### src/rtl/mem_ctrl.sv
// Byte-serialising memory responder: arbitrates the LSB and fetch ports onto a
// byte-wide, one-cycle-latency RAM/IO bus and returns assembled words.
module mem_ctrl #(
    parameter int         ADDR_W = 32,
    parameter logic [1:0] IO_SEL = 2'b11
) (
    input  logic              clk,
    input  logic              rst,
    input  logic              rdy,
    input  logic              rollback,
    input  logic              mem_en,
    input  logic              mem_wr,
    input  logic [ADDR_W-1:0] mem_a,
    input  logic [2:0]        mem_l,
    input  logic [31:0]       mem_w,
    output logic [31:0]       mem_r,
    output logic              mem_done,
    input  logic              if_en,
    input  logic [ADDR_W-1:0] if_a,
    output logic [31:0]       if_data,
    output logic              if_done,
    input  logic [7:0]        ram_din,
    output logic [7:0]        ram_dout,
    output logic [ADDR_W-1:0] ram_a,
    output logic              ram_wr,
    input  logic              io_buffer_full
);

    localparam logic [1:0] S_IDLE = 2'd0;
    localparam logic [1:0] S_RD   = 2'd1;
    localparam logic [1:0] S_WR   = 2'd2;

    logic [1:0]        state;
    logic [2:0]        k;
    logic [2:0]        len;
    logic              port_if;
    logic [ADDR_W-1:0] addr;
    logic [31:0]       data;
    logic [31:0]       buffer;
    logic [31:0]       buf_n;
    logic [2:0]        k_inc;
    logic [ADDR_W-1:0] addr_next;
    logic              io_stall;

    function automatic logic [2:0] norm_len(input logic [2:0] l);
        case (l)
            3'd1:    return 3'd1;
            3'd2:    return 3'd2;
            default: return 3'd4;
        endcase
    endfunction

    function automatic logic [7:0] byte_of(input logic [31:0] d, input logic [2:0] i);
        case (i)
            3'd0:    return d[7:0];
            3'd1:    return d[15:8];
            3'd2:    return d[23:16];
            default: return d[31:24];
        endcase
    endfunction

    assign k_inc     = k + 3'd1;
    assign addr_next = addr + {{(ADDR_W-3){1'b0}}, k_inc};
    assign io_stall  = (ram_a[17:16] == IO_SEL) && io_buffer_full;
    assign ram_wr    = (state == S_WR) && rdy && !io_stall;

    // In RD cycle k+1, ram_din carries the byte addressed in the previous cycle (index k-1).
    always_comb begin
        buf_n = buffer;
        case (k)
            3'd1:    buf_n[7:0]   = ram_din;
            3'd2:    buf_n[15:8]  = ram_din;
            3'd3:    buf_n[23:16] = ram_din;
            3'd4:    buf_n[31:24] = ram_din;
            default: ;
        endcase
    end

    always_ff @(posedge clk) begin
        if (rst) begin
            state    <= S_IDLE;
            k        <= 3'd0;
            len      <= 3'd0;
            port_if  <= 1'b0;
            addr     <= '0;
            data     <= 32'd0;
            buffer   <= 32'd0;
            ram_a    <= '0;
            ram_dout <= 8'd0;
            mem_r    <= 32'd0;
            mem_done <= 1'b0;
            if_data  <= 32'd0;
            if_done  <= 1'b0;
        end else if (rdy) begin
            mem_done <= 1'b0;
            if_done  <= 1'b0;
            case (state)
                S_IDLE: begin
                    // A done pulse marks the cycle the requester drops en; never accept then.
                    if (!mem_done && !if_done) begin
                        if (mem_en) begin
                            port_if <= 1'b0;
                            addr    <= mem_a;
                            len     <= norm_len(mem_l);
                            data    <= mem_w;
                            k       <= 3'd0;
                            buffer  <= 32'd0;
                            ram_a   <= mem_a;
                            if (mem_wr) begin
                                ram_dout <= mem_w[7:0];
                                state    <= S_WR;
                            end else begin
                                state <= S_RD;
                            end
                        end else if (if_en && !rollback) begin
                            port_if <= 1'b1;
                            addr    <= if_a;
                            len     <= 3'd4;
                            k       <= 3'd0;
                            buffer  <= 32'd0;
                            ram_a   <= if_a;
                            state   <= S_RD;
                        end
                    end
                end
                S_RD: begin
                    if (port_if && rollback) begin
                        state <= S_IDLE;
                    end else begin
                        buffer <= buf_n;
                        k      <= k_inc;
                        if (k_inc < len)
                            ram_a <= addr_next;
                        if (k == len) begin
                            state <= S_IDLE;
                            if (port_if) begin
                                if_done <= 1'b1;
                                if_data <= buf_n;
                            end else begin
                                mem_done <= 1'b1;
                                mem_r    <= buf_n;
                            end
                        end
                    end
                end
                S_WR: begin
                    if (!io_stall) begin
                        if (k_inc == len) begin
                            mem_done <= 1'b1;
                            state    <= S_IDLE;
                        end else begin
                            k        <= k_inc;
                            ram_a    <= addr_next;
                            ram_dout <= byte_of(data, k_inc);
                        end
                    end
                end
                default: state <= S_IDLE;
            endcase
        end
    end

endmodule

### config.mk
export PLATFORM = sky130hd
export DESIGN_NAME = mem_ctrl
export DESIGN_NICKNAME = d
export VERILOG_FILES = /design/src/rtl/mem_ctrl.sv
export SDC_FILE = /design/constraint.sdc
export NUM_CORES = 1
export LEC_CHECK = 0
export ABC_CLOCK_PERIOD_IN_PS = 4600
export BUFFER_PORTS_ARGS = -buffer_cell sky130_fd_sc_hd__buf_2
export CORE_MARGIN = 3
export CORE_UTILIZATION = 45
export CTS_BUF_LIST = sky130_fd_sc_hd__clkbuf_4
export DETAILED_ROUTE_END_ITERATION = 12
export GPL_ROUTABILITY_DRIVEN = 1
export HOLD_SLACK_MARGIN = 0.08
export PLACE_DENSITY = 0.73
export SYNTH_ARGS = -nofsm -noshare
export SYNTH_HDL_FRONTEND = slang
export SYNTH_SLANG_ARGS = --single-unit
### constraint.sdc
create_clock -name clk -period 4.6 [get_ports clk]
set_input_delay 0.69 -clock clk [delete_from_list [all_inputs] [get_ports clk]]
set_output_delay 0.69 -clock clk [all_outputs]
set_load 0.02 [all_outputs]
==> key figures, run 1 <==
Clocking
  • TritonCTS clock tree: built
  • Clk buf depth: 3
  • Clock slew at reported path FFs: 0.07 ns
  • CTS sink count: 211
  • H-tree depth: 2
  • CTS Buf Count: 54
  • Number of post-CTS setup repair buffers: 0
  • Root Buffer: clkbuf_4
  • PostCTS Resize Cnt: 0
  • Clk_lat worst skew: 0.65 ns
  • CTS hold repair buffers: 0

Global routing
  • GRT Overall Usage: 21.8%
  • Largest net degree at the start of global routing: 123
  • Initial antenna violation count: 2
  • Vias in the first global route: 8,583
  • Global-route wire length before repair: 43.0 mm
  • Total grt overflow: 0

Pwr
  • Combinational share of power: 15.9%
  • Tot Pwr: 4.36 mW
  • Leakage power: 4.78 nW
  • P_sw: 1.27 mW
  • Power density cells: 379 nW/µm²
  • Internal: 3.08 mW
  • Clk network pwr share: 38.0%
  • Switching part of the total: 29.2%
  • Seq pwr share: 46.2%
  • VDD IR max: 0.210 mV

Critical path
  • Crit start category: register
  • WP data required: 5.12 ns
  • Crit path max fanout: 22
  • Flop2flop setup slack: 1.39 ns
  • Crit end category: register
  • Crit path kind: register to register
  • Crit path DAT: 3.73 ns

Timing
  • Final Critical Period: 3.21 ns
  • Final setup fails: 0
  • Slew HR: 20.7%
  • Final setup TNS: 0 ns
  • Pins Over Slew Limit: 0
  • Fin crit share: 69.8%
  • Fmax: 312 MHz
  • WHS: 0.280 ns
  • Setup ws final: 1.39 ns
  • Clock Skew: 0.0274 ns
  • Final hold vios: 0
  • Worst slew pin tran: 1.18 ns
  • RSZ-0062 raised after global routing: false

Yosys
  • Yosys cell types: 62
  • Syn_area_per_cell: 8.76 µm²
  • Register area share after synthesis: 43.9%
  • Async set-reset flop share out of synthesis: 0%
  • Cell area after synthesis: 9630 µm²
  • Most numerous cell in the Yosys netlist: dfxtp_1
  • Top post-synthesis cells by count: dfxtp_1, nor2_1, nand2_1
  • Synth area leaders: dfxtp_1, mux2i_1, a211oi_1
  • Post-Synthesis Cells: 1,099
  • Synth Warn #: 0
  • Yosys top cell by area: dfxtp_1
  • Top cell type's share of synthesized area: 43.9%
  • FF+latch count, synth: 211
  • Post-synth EDFFs: 0
  • Syn nets: 1,229
  • Ys flop type: dfxtp_1

Outcome
  • Run status: finished clean

Routing
  • Total wire length: 26.5 mm
  • Post-route ant nets: 0
  • Via Count: 8,842
  • Drt first pass iters: 6
  • DR iter-0 viols: 580
  • Vias per cell: 5.50
  • Number of remaining DRC errors: 0
  • Avg WL per Cell: 16.5 µm

Floorplan
  • Die X: 152 µm
  • Starting Density: 46.7%
  • Num rows: 52
  • Die Area: 23,200 µm²
  • I/O Pins: 222
  • Core area: 20,600 µm²
  • Die Y: 152 µm

Placed design
  • Setup slack at placement: 1.45 ns
  • Routability cong.: 0.860
  • Dpl hpwl: 18.0 mm
  • PortBufs: 221

Cells and area
  • Filler cells: 1,898
  • Layout area overhead: 19.4%
  • Fin util: 55.8%
  • Fraction of layout instances using a drive strength above 1: 25.2%
  • Fin nets: 1,425
  • Multi-input gate area: 4950 µm²
  • FF+latch area: 4220 µm²

Run
  • Max-cap violations: 0

Worst hold path
  • HP Class: input pin to register
final cells by class:
class	instances	share of cell area (%)
Antenna cell	2	0.0435
Clock inverter	17	1.03
Clock buffer	79	5.16
Timing Repair Buffer	232	10.4
Sequential cell	211	36.7
Multi-Input combinational cell	776	43.1
Inverter	20	0.653
Tap cell	270	2.94
power groups by stage:
stage	combinational [mW]	sequential [mW]	clock [mW]
final	0.692	2.01	1.66
after global placement	0.676	2.05	0
after global routing	0.759	2.03	1.80
after CTS	0.691	2.01	1.70
after detailed placement	0.688	2.05	0
after floorplan	0.418	2.10	0
worst paths after layout:
check / to / from / cells past startpoint
max: ram_a[16] / state[0] / 9
min: data[16] / mem_w[16] / 3
max reg2reg: ram_a[16] / state[0] / 9
min reg2reg: ram_a[7] / ram_a[7] / 2
through the flow:
stage / cells / cell area, µm²
after detailed placement: 1509 / 10800
after CTS: 1605 / 11500
final: 1607 / 11500
after global placement: 1509 / 10800
after global routing: 1607 / 11500
after floorplan: 1099 / 9630
cell usage in the layout, fill, tap and decap left out, drive strengths merged, types with 3 or more instances in the layout:
cell      n
nand2   106
buf     232
a22o      7
xor2     17
xnor2    12
nor2    191
clkbuf   79
a21oi    65
a211oi   98
o211ai    8
a32oi    32
clkinv   14
and4      3
nand2b    6
ha       14
nor4      6
o21ai    11
nor2b     5
and3      9
dfxtp   211
a211o     3
nor3     14
a222oi    8
nand3    14
a32o      3
inv      21
o22ai     8
a21boi    3
and2      5
nand4     7
mux2i    97
worst max-delay path, cell delays in order, from the launching register on:
cell and delay (ns):
dfxtp_1 0.38, inv_1 0.08, ha_1 0.49, and4_1 0.36
a41oi_2 0.16, nor4b_4 0.28, and3_1 0.59, buf_4 0.32
nor2_2 0.13, a22o_1 0.30
sequential cells by signal, summed over array words and instances, names as in the netlist:
signal	flops
port_if	1
addr	32
mem_done	1
if_done	1
ram_dout	8
buffer	32
mem_r	32
data	32
k	3
if_data	32
state	2
len	3
ram_a	32
per-layer routing:
layer	vias to the layer above	share of wire [%]	global-route usage, %
met5	-	0	0
met4	0	2.0	7.11
met3	44	7.0	4.52
met2	312	45	34.7
met1	4118	45	29.6
li1	4368	-	-
cells by family after synthesis:
family,Yosys count,share of synthesized area (%)
adders and majority gates,16,2.13
xor gates and xnor gates,29,2.64
and+or+nand+nor,374,17.1
buffers and inverters,112,4.83
muxes,99,10.3
DFF,211,43.9
AOI/OAI and AO/OA,258,19.1
(Power assumes the default switching activity.)
==> run 2, diff against run 1 <==
ABC_CLOCK_PERIOD_IN_PS = 3000   (was 4600)
clock period = 3 ns   (was 4.6 ns; I/O delays follow)
==> run 2 against run 1 <==
Compared with the run above: wire length up 1.0%; non-clock buffer count up 43; highest routed layer unchanged; worst setup slack worse by 1.2 ns; hold slack worse by 0.064 ns; critical path depth up 1; first-iteration DRC count down 11%.
==> key figures, run 2 (same netlist as run 1, synthesis figures left out) <==
Critical path
  • Crit end category: register
  • Crit path kind: register to register
  • Cell family contributing the most delay on the critical path: simple AND/OR/NAND/NOR gates
  • Crit path DAT: 3.37 ns
  • WP data required: 3.57 ns
  • Crit path max fanout: 21
  • Crit path cell chain: buf_4, ha_1, ha_2, xor2_1, a41oi_2, nor4b_4, and3_1, buf_12, nor2_2, a22o_1
  • Critical-path top delay cell: ha_2
  • Crit path buffers/inverters: 2
  • Max incr delay on CP: 0.51 ns
  • Crit start category: register

Global routing
  • GRT Overall Usage: 22.3%
  • Largest net degree at the start of global routing: 99
  • Total grt overflow: 0
  • GRT busiest layer: met2
  • Vias in the first global route: 8,870
  • Global-route wire length before repair: 44.1 mm
  • Grt met1 use: 29.9%
  • M3 GR Usage: 4.74%
  • Initial antenna violation count: 3
  • GR Util met2: 36.1%

Outcome
  • Run status: finished clean

Clocking
  • Clk_lat worst skew: 0.64 ns
  • Root Buffer: clkbuf_4
  • CTS sink count: 211
  • H-tree depth: 2
  • TritonCTS clock tree: built
  • CTS Buf Count: 55
  • Number of post-CTS setup repair buffers: 0
  • Clock slew at reported path FFs: 0.06 ns
  • Clk buf depth: 3

Timing
  • Final setup TNS: 0 ns
  • Clock Skew: 0.0289 ns
  • Worst slew pin tran: 1.17 ns
  • Final hold vios: 0
  • WHS: 0.216 ns
  • Slew HR: 21.6%
  • Pins Over Slew Limit: 0
  • Final Critical Period: 2.80 ns
  • RSZ-0062 raised after global routing: false
  • Fin crit share: 93.2%
  • Setup ws final: 0.203 ns
  • Final setup fails: 0
  • Fmax: 358 MHz

Routing
  • Total wire length: 26.8 mm
  • Drt first pass iters: 7
  • DR iter-0 viols: 517
  • Number of remaining DRC errors: 0
  • Post-route ant nets: 0
  • Vias per cell: 5.39
  • Avg WL per Cell: 16.2 µm
  • Via Count: 8,891

Cells and area
  • Fraction of layout instances using a drive strength above 1: 25.4%
  • Multi-input gate area: 4980 µm²
  • FF+latch area: 4220 µm²
  • Final cell count without fillers: 1,650
  • Commonest non-fill, non-tap cell in the layout: buf_2
  • Most frequent cells in the layout: buf_2, dfxtp_1, nor2_1
  • Fin nets: 1,469
  • Layout area overhead: 24.3%
  • Filler cells: 1,854

Pwr
  • Switching part of the total: 29.4%
  • P_sw: 1.94 mW
  • Clk network pwr share: 36.1%
  • Seq pwr share: 46.9%
  • Internal: 4.65 mW
  • Combinational share of power: 17.0%
  • Leakage power: 4.95 nW
  • VDD IR max: 0.293 mV
  • Power density cells: 551 nW/µm²

Run
  • Max-cap violations: 0

Floorplan
  • Die Area: 23,200 µm²
  • Num rows: 52
  • Die Y: 152 µm
  • I/O Pins: 222
  • Die X: 152 µm
  • Core area: 20,600 µm²
  • Starting Density: 46.7%

Worst hold path
  • HP Class: input pin to register

Placed design
  • Routability cong.: 0.872
  • Placed cells: 1,519
  • PortBufs: 221
  • Setup slack at placement: 0.0290 ns
  • Dpl hpwl: 18.0 mm
[run 2: changes by cell type in the layout (fill, tap and decap cells not counted), moves of 2 or more]
cell,before,now
buf_12,0,5
buf_4,11,16
bufinv_16,2,0
clkbuf_4,79,82
dlygate4sd3_1,0,33
inv_2,2,0
[run 2: through the flow]
step	cell area (µm²)	total power [mW]	utilization, %
after floorplan	9630	3.86	-
after CTS	11900	6.66	57.8
final	12000	6.59	58.0
after global placement	10900	4.21	52.9
after detailed placement	10900	4.23	52.9
after global routing	12000	6.98	58.0
[run 2: repair_timing]
item                                    in CTS  in global routing
resized for setup                            0                  7
endpoints found under the hold margin       33                  0
endpoints found under the setup margin       0                  6
hold buffers                                33                  0
[run 2: path summary, 6_finish.rpt]
check | from | end | slack (ns) | depth (start not counted)
max | k[0] | ram_a[16] | 0.20 | 10
min | if_a[18] | addr[18] | 0.22 | 3
max reg2reg | k[0] | ram_a[16] | 0.20 | 10
min reg2reg | ram_a[4] | ram_a[4] | 0.45 | 2
[run 2: tightest hold or removal path: stages]
cell and delay, ns:
buf_2 0.09, mux2i_1 0.16, a211oi_1 0.09
[run 2: area by class of cell]
class / count / share of cell area (%)
antenna: 3 / 0.0627
clock buffer: 82 / 5.14
clock inverter: 13 / 0.491
inverter: 20 / 0.627
multi-input combinational: 776 / 41.7
sequential: 211 / 35.3
tap: 270 / 2.82
timing repair buffer: 275 / 13.9
[run 2: routing by layer]
| layer | wire, µm | part of all wire [%] |
|---|---|---|
| met1 | 12100 | 45 |
| met2 | 12400 | 46 |
| met3 | 1860 | 7.0 |
| met4 | 481 | 1.8 |
| met5 | 0 | 0 |
[run 2: power by group through the flow]
stage / combinational (mW) / sequential (mW) / clock [mW]
final: 1.12 / 3.09 / 2.38
after global routing: 1.24 / 3.11 / 2.63
after CTS: 1.12 / 3.09 / 2.45
after detailed placement: 1.08 / 3.15 / 0
after global placement: 1.06 / 3.14 / 0
after floorplan: 0.641 / 3.22 / 0
